**src/rtl/matrix_pkg.sv**
```systemverilog
// Shared definitions for the LED-matrix frame-buffer controller: buffer
// geometry, word widths, FSM state encoding and the default clear pixel.
package matrix_pkg;

    localparam int DEPTH   = 1024;        // words per buffer
    localparam int ADDR_W  = 10;          // word address within one buffer
    localparam int WADDR_W = ADDR_W + 1;  // {buffer, word address}
    localparam int PIX_W   = 12;          // {r[3:0], g[3:0], b[3:0]}

    localparam logic [PIX_W-1:0] CLR_DATA_DEFAULT = 12'h000;

    typedef enum logic [1:0] {
        ST_IDLE  = 2'd0,
        ST_CLEAR = 2'd1,
        ST_SWAP  = 2'd2
    } fb_state_t;

endpackage

```
**src/rtl/matrix_clear_gen.sv**
```systemverilog
// Clear address generator: walks word addresses 0..DEPTH-1 and marks
// the final word so the controller knows which beat ends the clear.
module matrix_clear_gen
    import matrix_pkg::*;
(
    input  logic              clk,
    input  logic              rst,
    input  logic              start,
    input  logic              advance,
    output logic [ADDR_W-1:0] addr,
    output logic              last
);

    // Restart at word 0 on start, step once per issued clear beat.
    // Stepping past the last word wraps back to 0 for the next clear.
    always_ff @(posedge clk or posedge rst) begin
        if (rst) begin
            addr <= '0;
        end else if (start) begin
            addr <= '0;
        end else if (advance) begin
            addr <= addr + 1'b1;
        end
    end

    assign last = (addr == ADDR_W'(DEPTH - 1));

endmodule

```
**src/rtl/matrix_fb_ctrl.sv**
```systemverilog
// Double-buffered LED-matrix frame-buffer controller. Host writes and
// clear beats always land in the back buffer; a swap flips which buffer
// the panel driver shows and waits until the driver has followed.
//
// Host handshake: h_req is the valid, h_rdy the ready. A beat
// (h_addr/h_data) is accepted in exactly the cycles where h_req && h_rdy
// at the rising clock edge; h_rdy never depends on h_req.
module matrix_fb_ctrl
    import matrix_pkg::*;
#(
    parameter bit               CLR_ON_SWAP = 1'b0,
    parameter logic [PIX_W-1:0] CLR_DATA    = CLR_DATA_DEFAULT
) (
    input  logic               clk,
    input  logic               rst,
    input  logic               h_req,
    input  logic [ADDR_W-1:0]  h_addr,
    input  logic [PIX_W-1:0]   h_data,
    output logic               h_rdy,
    input  logic               clr_start,
    input  logic               swap_req,
    output logic               clr_done,
    output logic               swap_done,
    output logic               busy,
    output logic               wr,
    output logic [WADDR_W-1:0] wr_addr,
    output logic [PIX_W-1:0]   wr_data,
    output logic               buffer_select,
    input  logic               buffer_current,
    output fb_state_t          state_dbg
);

    fb_state_t         state, next_state;
    logic              clr_pend, swap_pend;
    logic              rr_clear;      // 1: clear owns the next CLEAR slot
    logic              host_beat, clr_beat;
    logic              clr_entry, swap_entry, swap_exit;
    logic [ADDR_W-1:0] clr_addr;
    logic              clr_last;

    matrix_clear_gen u_clear_gen (
        .clk     (clk),
        .rst     (rst),
        .start   (clr_entry),
        .advance (clr_beat),
        .addr    (clr_addr),
        .last    (clr_last)
    );

    // State register.
    always_ff @(posedge clk or posedge rst) begin
        if (rst) begin
            state <= ST_IDLE;
        end else begin
            state <= next_state;
        end
    end

    // Next state, host ready and beat selection for the current cycle.
    always_comb begin
        next_state = state;
        h_rdy      = 1'b0;
        host_beat  = 1'b0;
        clr_beat   = 1'b0;
        clr_entry  = 1'b0;
        swap_entry = 1'b0;
        swap_exit  = 1'b0;
        case (state)
            ST_IDLE: begin
                h_rdy     = 1'b1;
                host_beat = h_req;
                if (clr_pend) begin
                    next_state = ST_CLEAR;
                    clr_entry  = 1'b1;
                end else if (swap_pend) begin
                    next_state = ST_SWAP;
                    swap_entry = 1'b1;
                end
            end
            ST_CLEAR: begin
                h_rdy     = ~rr_clear;
                host_beat = h_req & ~rr_clear;
                clr_beat  = ~host_beat;
                if (clr_beat && clr_last) begin
                    next_state = ST_IDLE;
                end
            end
            ST_SWAP: begin
                if (buffer_current == buffer_select) begin
                    swap_exit = 1'b1;
                    if (CLR_ON_SWAP) begin
                        next_state = ST_CLEAR;
                        clr_entry  = 1'b1;
                    end else begin
                        next_state = ST_IDLE;
                    end
                end
            end
            default: begin
                next_state = ST_IDLE;
            end
        endcase
    end

    // Sticky request flags: a new pulse wins over the service that clears them,
    // so a request arriving during its own operation causes one more run.
    always_ff @(posedge clk or posedge rst) begin
        if (rst) begin
            clr_pend  <= 1'b0;
            swap_pend <= 1'b0;
        end else begin
            clr_pend  <= (clr_pend  & ~clr_entry)  | clr_start;
            swap_pend <= (swap_pend & ~swap_entry) | swap_req;
        end
    end

    // Round-robin pointer: host gets the first CLEAR slot, then slots alternate
    // while the host keeps requesting.
    always_ff @(posedge clk or posedge rst) begin
        if (rst) begin
            rr_clear <= 1'b0;
        end else if (clr_entry) begin
            rr_clear <= 1'b0;
        end else if (state == ST_CLEAR) begin
            rr_clear <= host_beat;
        end
    end

    // Displayed-buffer request flips as the SWAP state is entered.
    always_ff @(posedge clk or posedge rst) begin
        if (rst) begin
            buffer_select <= 1'b0;
        end else if (swap_entry) begin
            buffer_select <= ~buffer_select;
        end
    end

    // Registered write port and completion pulses; one cycle after the beat.
    always_ff @(posedge clk or posedge rst) begin
        if (rst) begin
            wr        <= 1'b0;
            wr_addr   <= '0;
            wr_data   <= '0;
            clr_done  <= 1'b0;
            swap_done <= 1'b0;
        end else begin
            wr        <= host_beat | clr_beat;
            clr_done  <= clr_beat & clr_last;
            swap_done <= swap_exit;
            if (host_beat) begin
                wr_addr <= {~buffer_select, h_addr};
                wr_data <= h_data;
            end else if (clr_beat) begin
                wr_addr <= {~buffer_select, clr_addr};
                wr_data <= CLR_DATA;
            end
        end
    end

    assign busy      = (state != ST_IDLE) | clr_pend | swap_pend;
    assign state_dbg = state;

endmodule

```
**config.mk**
```make
export PLATFORM = sky130hd
export DESIGN_NAME = matrix_fb_ctrl
export DESIGN_NICKNAME = d
export VERILOG_FILES = /design/src/rtl/matrix_pkg.sv /design/src/rtl/matrix_clear_gen.sv /design/src/rtl/matrix_fb_ctrl.sv
export SDC_FILE = /design/constraint.sdc
export NUM_CORES = 1
export LEC_CHECK = 0
export CAP_MARGIN = 10
export CORE_MARGIN = 1
export CORE_UTILIZATION = 45
export DETAILED_ROUTE_END_ITERATION = 8
export PLACE_DENSITY_LB_ADDON = 0.08
export SETUP_SLACK_MARGIN = 0.5
export SYNTH_ARGS = -nofsm -noshare
export SYNTH_HDL_FRONTEND = slang
export SYNTH_SLANG_ARGS = --single-unit
```
**constraint.sdc**
```tcl
create_clock -name clk -period 1.5 [get_ports clk]
set_input_delay 0.3 -clock clk [delete_from_list [all_inputs] [get_ports clk]]
set_output_delay 0.3 -clock clk [all_outputs]
set_load 0.005 [all_outputs]
```
==> results summary <==
The flow ran to the end, but the final reports show violations. The final reports fail on setup timing. The count of state elements after synthesis came out at 42. The cell area after synthesis came out at 1920 um2.

The standard-cell row count is 23. The TritonCTS buffer count came out at 5. After layout, the design draws a total of 3.72 mW. The number of antenna violations at the first check in global routing came out at 0.

The commonest cells after synthesis are 44 x sky130_fd_sc_hd__nand2_1, 42 x sky130_fd_sc_hd__dfrtp_1, 16 x sky130_fd_sc_hd__o21ai_0. Of the total power, the clock network draws 18.9%. Of the total power, combinational logic draws 37.5%.

The sequential group share of total power came out at 43.6%. By area the synthesized netlist is led by sky130_fd_sc_hd__dfrtp_1 55%, sky130_fd_sc_hd__nand2_1 8.6%, sky130_fd_sc_hd__mux2i_1 4.2%, sky130_fd_sc_hd__o21ai_0 4.2%, sky130_fd_sc_hd__a222oi_1 2.1%. The predominant post-synthesis flop cell is sky130_fd_sc_hd__dfrtp_1. The final core utilization came out at 81.6%. CTS built an H-tree with a depth of 2. Of the total synthesized cell area, the portion taken by full adders, half adders and majority gates is 0.651%. The violation count after the first detailed-route iteration is 110. Adding up every negative setup slack in the final design gives -0.375 ns. After synthesis, the netlist uses 42 different library cells.

The highest attainable clock frequency came out at 619 MHz. In this run the critical register-to-register path is captured at buffer_select$_DFFE_PP0P_. The launch point of the worst reg-to-reg path is state_dbg[0]$_DFFE_PP0P_.

The most prevalent standard cell on the critical path is sky130_fd_sc_hd__buf_6. The internal portion of the total power is 2.48 mW. The total number of yosys warnings is 0. Setup repair after global routing could not meet its margin everywhere. The switching fraction of total power is 33.5%. The most common cell in the synthesized netlist is sky130_fd_sc_hd__nand2_1. The filler-free cell count of the finished design is 361. The post-synthesis net count is 216.

The post-CTS clock slew at the launch and capture registers of the worst setup and hold paths came out at 0.08 ns. The floorplan step defined a die boundary enclosing 4530 um2. The reg-to-reg setup timing slack is -0.12 ns. The standby leakage power is 1.55 nW. After synthesis, the largest family of logic cells by area is simple AND/OR/NAND/NOR gates. The number of clock sinks came out at 42. The number of failing setup endpoints in the final timing report came out at 15. The area fraction of the dominant cell type after synthesis came out at 54.7%. Clock tree synthesis selected as its root buffer the cell sky130_fd_sc_hd__clkbuf_8. The synthesized area divided by synthesized cell count is 10.3 um2. The number of instances in the synthesized netlist is 187. For this block, the via count after detailed routing is 1919.

The proportion of register bits with asynchronous set or reset after synthesis came out at 100%. The number of max-slew violations in the final report is 0. The relative area change from synthesis to final layout is 72.4%. The layout cell share with drive strength beyond 1 is 50.5%.

Pin placement for this block handled 59 I/O pins. In the post-route analysis, the smallest setup slack over all paths is -0.116 ns. The area share of xor/xnor cells in the synthesized design came out at 2.74%.

Yosys mapped a number of flops with a built-in enable equal to 0. Walking the worst path, the cells encountered are buf_6 > nor3_4 > buf_4 > buf_6 > buf_6 > buf_6 > buf_6 > buf_6 > buf_6 > nand2_2 > xnor2_1. The endpoint of the worst setup timing path is buffer_select$_DFFE_PP0P_. After layout, the worst path uses 108% of the clock period.

For the finished layout, the period the worst path requires is 1.62 ns. The HPWL after detailed placement is 3260 um. The total detailed-routing wirelength came out at 6180 um.

The data required time of the critical path came out at 1.70 ns. The total grt overflow came out at 0. For the worst-skew pair, the clock arrives at the later sink with an insertion delay of 0.30 ns. After detailed routing, the number of vias per cell comes to 5.32. The placement-stage worst setup slack came out at -0.163 ns. The area of placed instances came out at 2680 um2. The synthesized netlist devotes 11.7% of its cell area to compound gates. The maximum VDD drop came out at 950 uV. The maximum net fanout on the critical path is 3.

The die boundary height is 67.3 um. The number of nets with antenna violations after detailed routing is 0. The number of buffers on the longest clock path came out at 2. Entering global routing, the biggest net connects 43 pins. The DRC violation count after routing is 0. The standard cell core area is 4060 um2.

The aggregate global-route resource usage is 28.7%. STA classifies the critical path startpoint as a flip-flop. At the worst endpoint, the arrival time is 1.81 ns.

The wire length of the first global-routing pass came out at 9230 um. The switching component of the power is 1.25 mW. The worst setup path is captured at a flip-flop. The total instance count after detailed placement came out at 301. The weighted congestion reported at the end of routability-driven placement is 0.887. The top cell type by total area after synthesis is sky130_fd_sc_hd__dfrtp_1.

The final net count is 340. The count of port buffers added during placement came out at 58. The worst setup skew after layout is 0.00939 ns. The share of synthesized area spent on multiplexers came out at 4.17%. The routed length per instance is 17.1 um. The relative slew slack is 78.7%. After Yosys synthesis, and, or, nand and nor cells account for 21.8% of the synthesized area. TritonCTS built the clock tree. The hold violation count in the final report came out at 0.

The slew at the pin closest to its max-slew limit came out at 0.320 ns. The finished cells cover 3310 um2. In this run the worst setup path begins at state_dbg[0]$_DFFE_PP0P_. The number of hold buffers added after CTS was 0. The worst setup path is of the flip-flop to flip-flop kind. The total inserted antenna cells is 0. The starting utilization of the core area came out at 47.3%.

The path class of the tightest hold or removal check is input pin to asynchronous set/reset pin. The worst hold slack is 0.392 ns. The horizontal die dimension came out at 67.3 um. The number of global-route vias before repair is 1804. The sequential-to-total area share from yosys stat came out at 54.7%. The number of max-cap violations came out at 0. For this run, the detailed router's first-pass iteration total came to 5. The delay of the slowest cell on the worst path is 0.43 ns. The total power density per cell area came out at 1120 nW/um2. For this design, the slowest cell found on the critical path is sky130_fd_sc_hd__dfrtp_1. The worst-case reg-to-reg path depth is 11.
## layer usage
metal	global-route usage [%]	vias up	wire length [um]
li1	-	887	-
met1	37.0	935	2530
met2	46.5	80	3070
met3	8.11	17	362
met4	9.57	0	216
met5	0	-	0
## kinds of logic (layout without fill, tap and decap cells)
| logic type | Yosys count | after routing |
|---|---|---|
| compound gates | 36 | 36 |
| xor+xnor | 6 | 6 |
| fa+ha+maj | 1 | 1 |
| buf+inv | 15 | 137 |
| flops | 42 | 42 |
| mux | 8 | 8 |
| simple gates | 79 | 81 |
## layout by cell type, fill, tap and decap left out, types with 2 or more instances in the layout
cell type                         instances
sky130_fd_sc_hd__nand2_1                 28
sky130_fd_sc_hd__xnor2_1                  2
sky130_fd_sc_hd__nand2_2                 13
sky130_fd_sc_hd__nor2b_4                  2
sky130_fd_sc_hd__clkbuf_1                 2
sky130_fd_sc_hd__mux2i_1                  8
sky130_fd_sc_hd__inv_1                    5
sky130_fd_sc_hd__dfrtp_2                  3
sky130_fd_sc_hd__nand3_2                  2
sky130_fd_sc_hd__nand3_1                  2
sky130_fd_sc_hd__and2_4                   4
sky130_fd_sc_hd__clkdlybuf4s50_1         26
sky130_fd_sc_hd__buf_2                   29
sky130_fd_sc_hd__nor3_4                   3
sky130_fd_sc_hd__xor2_1                   3
sky130_fd_sc_hd__o21ai_1                 16
sky130_fd_sc_hd__dfrtp_1                 39
sky130_fd_sc_hd__nor2_1                   6
sky130_fd_sc_hd__buf_12                   3
sky130_fd_sc_hd__clkbuf_8                 5
sky130_fd_sc_hd__nand2_4                  4
sky130_fd_sc_hd__a222oi_1                 4
sky130_fd_sc_hd__o21ai_2                  5
sky130_fd_sc_hd__nor2_4                   4
sky130_fd_sc_hd__buf_6                   24
sky130_fd_sc_hd__a21oi_1                  2
sky130_fd_sc_hd__buf_4                   38
## critical path, delay by kind of cell (launching register included)
family                    cells  cell delay [ns]
and+or+nand+nor               2             0.16
DFF                           1             0.43
buffers and inverters         8             0.80
xor gates and xnor gates      1             0.12
## worst min path at each step
stage	from	endpoint	slack [ns]	depth (start not counted)
floorplan	rst	buffer_select$_DFFE_PP0P_	0.29	1
global placement	wr_addr[10]$_DFFE_PP0P_	wr_addr[10]$_DFFE_PP0P_	0.46	2
detailed placement	wr_addr[10]$_DFFE_PP0P_	wr_addr[10]$_DFFE_PP0P_	0.47	2
CTS	rst	wr_data[10]$_DFFE_PP0P_	0.40	3
global route	rst	wr_data[10]$_DFFE_PP0P_	0.43	3
finish	rst	wr_data[10]$_DFFE_PP0P_	0.39	3
## registers in the layout, indices dropped and copies added (netlist names)
| signal | flops |
|---|---|
| clr_pend | 1 |
| wr_data | 12 |
| swap_done | 1 |
| swap_pend | 1 |
| buffer_select | 1 |
| state_dbg | 2 |
| wr | 1 |
| clr_done | 1 |
| wr_addr | 11 |
| u_clear_gen.addr | 10 |
| rr_clear | 1 |
## area by class of cell
cell class                      instances  area [um2]
Sequential cell                        42        1050
Timing Repair Buffer                  123        1070
Inverter                                7        30.0
Tap cell                               50        62.6
Fill cell                             233         747
Clock buffer                            7        76.3
Multi-Input combinational cell        132        1010
## power by group through the flow
stage               Sequential (mW)  Clock, mW  Combinational (mW)
finish                         1.62      0.704                1.40
global route                   1.65      0.766                1.52
CTS                            1.59      0.699                1.28
detailed placement             1.65          0               0.967
global placement               1.64          0               0.939
floorplan                      1.61          0               0.500
## repair_timing
action,4_1_cts,5_1_grt
cloned,3,0
resized for setup,202,11
setup buffers,37,13
pin swaps,42,12
setup endpoints to repair,71,73
Power figures use the tool's default switching activity.
